[src/rtl/encoder_pkg.sv]
// Shared definitions for the encoder_4 slice.
//   ENC_IN_W / ENC_OUT_W : only supported request and index widths
//   enc_idx_t            : encoded index type
//   popcount_ge2()       : 1 when two or more request bits are set
package encoder_pkg;

    localparam int unsigned ENC_IN_W  = 4;
    localparam int unsigned ENC_OUT_W = 2;

    typedef logic [ENC_OUT_W-1:0] enc_idx_t;

    function automatic logic popcount_ge2(input logic [ENC_IN_W-1:0] v);
        int unsigned cnt;
        cnt = 0;
        for (int i = 0; i < int'(ENC_IN_W); i++) begin
            cnt += 32'(v[i]);
        end
        return (cnt >= 2);
    endfunction

endpackage

[src/rtl/encoder_4_core.sv]
// Combinational 4-to-2 priority mux.
// Parameters:
//   LSB_PRIO : 0 = highest set bit wins, 1 = lowest set bit wins
// Ports:
//   in    : request vector, bit i requests index i
//   idx   : index of the winning bit (0 when nothing is requested)
//   any   : at least one request bit set
//   multi : two or more request bits set
module encoder_4_core
    import encoder_pkg::*;
#(
    parameter int unsigned LSB_PRIO = 0
) (
    input  logic [ENC_IN_W-1:0]  in,
    output logic [ENC_OUT_W-1:0] idx,
    output logic                 any,
    output logic                 multi
);

    always_comb begin
        idx   = '0;
        any   = |in;
        multi = popcount_ge2(in);
        if (LSB_PRIO != 0) begin
            if (in[0])      idx = 2'd0;
            else if (in[1]) idx = 2'd1;
            else if (in[2]) idx = 2'd2;
            else if (in[3]) idx = 2'd3;
            else            idx = 2'd0;
        end else begin
            if (in[3])      idx = 2'd3;
            else if (in[2]) idx = 2'd2;
            else if (in[1]) idx = 2'd1;
            else if (in[0]) idx = 2'd0;
            else            idx = 2'd0;
        end
    end

endmodule

[src/rtl/encoder_4.sv]
// Registered 4-to-2 priority encoder with valid/multi flags, one cycle latency.
// Parameters:
//   IN_W     : request width, must be 4
//   OUT_W    : index width, must be 2
//   LSB_PRIO : 0 = highest set bit wins, 1 = lowest set bit wins
// Ports:
//   clk   : clock, rising edge
//   rst_n : asynchronous active-low reset
//   in    : request vector
//   out   : registered winning index
//   valid : registered, sampled in had any bit set
//   multi : registered, sampled in had two or more bits set
//   err   : registered, sampled in was not exactly one-hot
//           (only when ENCODER_4_ONEHOT_CHK_EN is defined)
// Build option: `define ENCODER_4_ONEHOT_CHK_EN adds err and a sticky err_seen flag.
module encoder_4
    import encoder_pkg::*;
#(
    parameter int unsigned IN_W     = 4,
    parameter int unsigned OUT_W    = 2,
    parameter int unsigned LSB_PRIO = 0
) (
    input  logic             clk,
    input  logic             rst_n,
    input  logic [IN_W-1:0]  in,
    output logic [OUT_W-1:0] out,
    output logic             valid,
    output logic             multi
`ifdef ENCODER_4_ONEHOT_CHK_EN
    ,
    output logic             err
`endif
);

    if (IN_W != ENC_IN_W || OUT_W != ENC_OUT_W) begin : g_bad_width
        $error("encoder_4: only IN_W=4, OUT_W=2 is supported");
    end
    if (LSB_PRIO > 1) begin : g_bad_prio
        $error("encoder_4: LSB_PRIO must be 0 or 1");
    end

    enc_idx_t idx_c;
    logic     any_c;
    logic     multi_c;

    encoder_4_core #(
        .LSB_PRIO (LSB_PRIO)
    ) u_core (
        .in    (in),
        .idx   (idx_c),
        .any   (any_c),
        .multi (multi_c)
    );

    always_ff @(posedge clk or negedge rst_n) begin
        if (!rst_n) begin
            out   <= '0;
            valid <= 1'b0;
            multi <= 1'b0;
        end else begin
            out   <= idx_c;
            valid <= any_c;
            multi <= multi_c;
        end
    end

`ifdef ENCODER_4_ONEHOT_CHK_EN
    // Not one-hot means either nothing set or more than one bit set.
    logic err_c;
    logic err_seen;

    assign err_c = !any_c || multi_c;

    always_ff @(posedge clk or negedge rst_n) begin
        if (!rst_n) begin
            err      <= 1'b0;
            err_seen <= 1'b0;
        end else begin
            err      <= err_c;
            err_seen <= err_seen | err_c;
        end
    end

    // err_seen is updated on the same edge as err, so it can never lag behind.
    always @(posedge clk) begin
        if (rst_n && err) begin
            assert (err_seen) else $error("encoder_4: err set without err_seen");
        end
    end
`endif

`ifndef SYNTHESIS
    always @(posedge clk) begin
        if (rst_n) begin
            assert (!$isunknown(in)) else $error("encoder_4: X/Z on in");
        end
    end
`endif

endmodule

[config.mk]
export PLATFORM = sky130hd
export DESIGN_NAME = encoder_4
export DESIGN_NICKNAME = d
export VERILOG_FILES = /design/src/rtl/encoder_pkg.sv /design/src/rtl/encoder_4_core.sv /design/src/rtl/encoder_4.sv
export SDC_FILE = /design/constraint.sdc
export NUM_CORES = 1
export LEC_CHECK = 0
export ABC_AREA = 0
export CAP_MARGIN = 20
export CORE_AREA = 2 2 39 41
export DETAILED_ROUTE_END_ITERATION = 16
export DIE_AREA = 0 0 41 43
export GPL_TIMING_DRIVEN = 0
export PLACE_DENSITY_LB_ADDON = 0.3
export SETUP_SLACK_MARGIN = 0.15
export SLEW_MARGIN = 10
export SYNTH_ARGS = -nofsm -noshare
export SYNTH_HDL_FRONTEND = slang
export SYNTH_SLANG_ARGS = --single-unit
[constraint.sdc]
create_clock -name clk -period 1.1 [get_ports clk]
set_clock_uncertainty 0.1 [all_clocks]
set_input_delay 0.165 -clock clk [delete_from_list [all_inputs] [get_ports clk]]
set_output_delay 0.165 -clock clk [all_outputs]
set_load 0.03 [all_outputs]
==> impl_metrics.py <==
metrics = {
    "status": {
        "status": "finished clean",
    },
    "pwr": {
        "p_sw_frac": 0.2516,
        "power_density_nw_per_um2": 1246,
        "cellLeakagePower_nw": 0.1571,
        "seqPwrFrac": 0.362,
        "finalPower_w": 0.0004491,
        "comb_power_share": 0.237,
        "vdd_ir_drop_max_mv": 0.3284,
        "p_sw_w": 0.0001130,
        "power.share.clock": 0.401,
        "intPower_w": 0.0003361,
    },
    "floorplanning": {
        "start_util": 0.1248,
        "coreArea_um2": 1384,
        "num_io_pins": 10,
        "die_w_um": 41,
        "num_rows": 14,
        "dieArea_um2": 1763,
        "die_h_um": 43,
    },
    "timing": {
        "finalHoldViolCount": 0,
        "drv_slew": 0,
        "tightest_slew_ns": 0.1696,
        "setup_viol": 0,
        "setup_ws_ns": 0.09623,
        "fmax_mhz": 996.2,
        "period_minus_slack_ns": 1.004,
        "slew-limit-headroom": 0.8866,
        "rsz0062_at_grt": "yes",
        "period_share": 0.9125,
    },
    "global_route": {
        "grt_pass1_vias": 160,
        "grt_max_degree": 5,
        "grt_usage": 0.05829,
        "grt_overflow": 0,
        "grt_pass1_wl_um": 600,
        "antenna_found_initial": 0,
    },
    "clock_network": {
        "cts_root_buf": "clkbuf_4",
        "cts_setup_buffers": 0,
        "h-tree-depth": 1,
        "clkTransAtPathRegs_ns": 0.04,
        "clockBufferDepth": 2,
        "cts_tree": "yes",
        "numCtsBuffers": 3,
        "cts_sinks": 4,
        "holdBufCountCts": 0,
    },
    "critical_path": {
        "arrival_ns": 1.01,
        "crit_required_ns": 1.11,
        "startpoint_type": "primary input",
        "cp_max_fo": 2,
        "worstSetupPathType": "primary input to flop",
        "endpoint_kind": "flop",
    },
    "logic_synthesis": {
        "synth_nets": 23,
        "yosysUniqueCellTypes": 7,
        "netlist_instances": 14,
        "synth-seq-cells": 4,
        "synth.avg_cell_area_um2": 12.33,
        "netlist_area_um2": 172.7,
        "ys_warn_count": 0,
        "yosysSeqAreaShare": 0.5797,
    },
    "final_layout": {
        "fin_nets": 37,
        "area_growth_pct": 108.7,
        "n_antenna_cell": 0,
        "drive_gt1_frac": 0.5000,
    },
    "placement": {
        "portBuffers": 9,
        "dp_hpwl_um": 262.4,
        "place.gp.congestion": 0.5732,
        "pre_cts_ws_ns": -0.7063,
    },
    "routing": {
        "drtIter0Drc": 0,
        "num_vias": 144,
        "wire_per_inst_um": 7.643,
        "routed_wl_um": 321,
        "ant_nets": 0,
        "viasPerCell": 3.429,
        "firstDrtPassIters": 1,
        "drc": 0,
    },
    "job": {
        "drv_cap": 0,
    },
    "hold_path": {
        "hp-class": "primary input to asynchronous set/reset pin",
    },
}
==> timing repair <==
action | 4_1_cts | 5_1_grt
pin swaps | 0 | 3
endpoints found under the setup margin | 6 | 5
gates resized for setup | 40 | 4
==> sequential cells by signal, indices dropped and copies added (netlist names) <==
register and flops:
valid 1, multi 1, out 2
==> power groups by stage <==
stage	clock [W]	combinational, W	sequential (W)
floorplan	0	0.0000289	0.000183
global placement	0	0.0000995	0.000162
detailed placement	0	0.000103	0.000162
CTS	0.000191	0.000103	0.000163
global route	0.000203	0.000117	0.000163
finish	0.000180	0.000106	0.000162
==> through the flow <==
stage,std cells,instance area (um2),hold slack (ns),util,setup TNS [ns]
5_1_grt,42,360.3,0.03485,0.2604,0
3_5_place_dp,39,322.8,0.2723,0.2333,-1.399
4_1_cts,42,345.3,0.02242,0.2495,0
6_report,42,360.3,0.02714,0.2604,0
2_1_floorplan,14,212.7,-0.2306,-,0
3_3_place_gp,39,322.8,0.2685,0.2333,-1.331
==> final timing paths <==
kind	start	end	slack, ns	cells past startpoint
setup / recovery	in[1]	multi	0.1	5
hold / removal	rst_n	out[0]	0.03	1
max in group asynchronous	rst_n	valid	0.71	1
min in group clk	in[1]	out[0]	0.08	3
==> Yosys cell counts <==
| cell | number | area, um2 |
|---|---|---|
| dfrtp_1 | 4 | 100.1 |
| ha_1 | 3 | 37.54 |
| inv_1 | 3 | 11.26 |
| a211o_1 | 1 | 8.760 |
| nand2_1 | 1 | 3.750 |
| nor2_1 | 1 | 3.750 |
| o21bai_1 | 1 | 7.510 |
==> layout make-up <==
class                      instances  area (um2)
tap                               16       20.02
multi-input combinational          7       86.33
timing repair buffer               9       105.1
fill                             139        1023
clock buffer                       3       22.52
inverter                           3       26.28
sequential                         4       100.1
==> critical path, cell delays in order <==
cell     delay (ns)
buf_12         0.09
inv_12         0.03
ha_4           0.26
ha_4           0.18
a211o_1        0.29
==> placed cells by master (no fill, tap or decap) <==
cell             instances
a211o_1                  1
buf_12                   1
buf_6                    5
clkbuf_4                 3
clkdlybuf4s50_1          2
dfrtp_1                  4
dlygate4sd2_1            1
ha_1                     1
ha_4                     2
inv_1                    1
inv_12                   1
inv_4                    1
nand2_1                  1
nor2_1                   1
o21bai_1                 1
==> per-layer routing <==
layer	up-vias	wire length (um)	share of wire	global-route usage
li1	69	-	-	-
met1	61	106	0.33	0.05161
met2	12	135	0.42	0.07500
met3	2	60	0.19	0.01571
met4	0	19	0.059	0.1000
met5	-	0	0	0
==> kinds of logic (layout without fill, tap and decap cells) <==
| kind of cell | Yosys count | after routing | synth area share |
|---|---|---|---|
| AO/OA/AOI/OAI | 2 | 2 | 0.09423 |
| adder cells (fa/ha/maj) | 3 | 3 | 0.2174 |
| buffers and inverters | 3 | 15 | 0.06521 |
| flip-flops | 4 | 4 | 0.5797 |
| AND/OR/NAND/NOR | 2 | 2 | 0.04344 |
No activity file was read; power rests on OpenSTA's default activity.
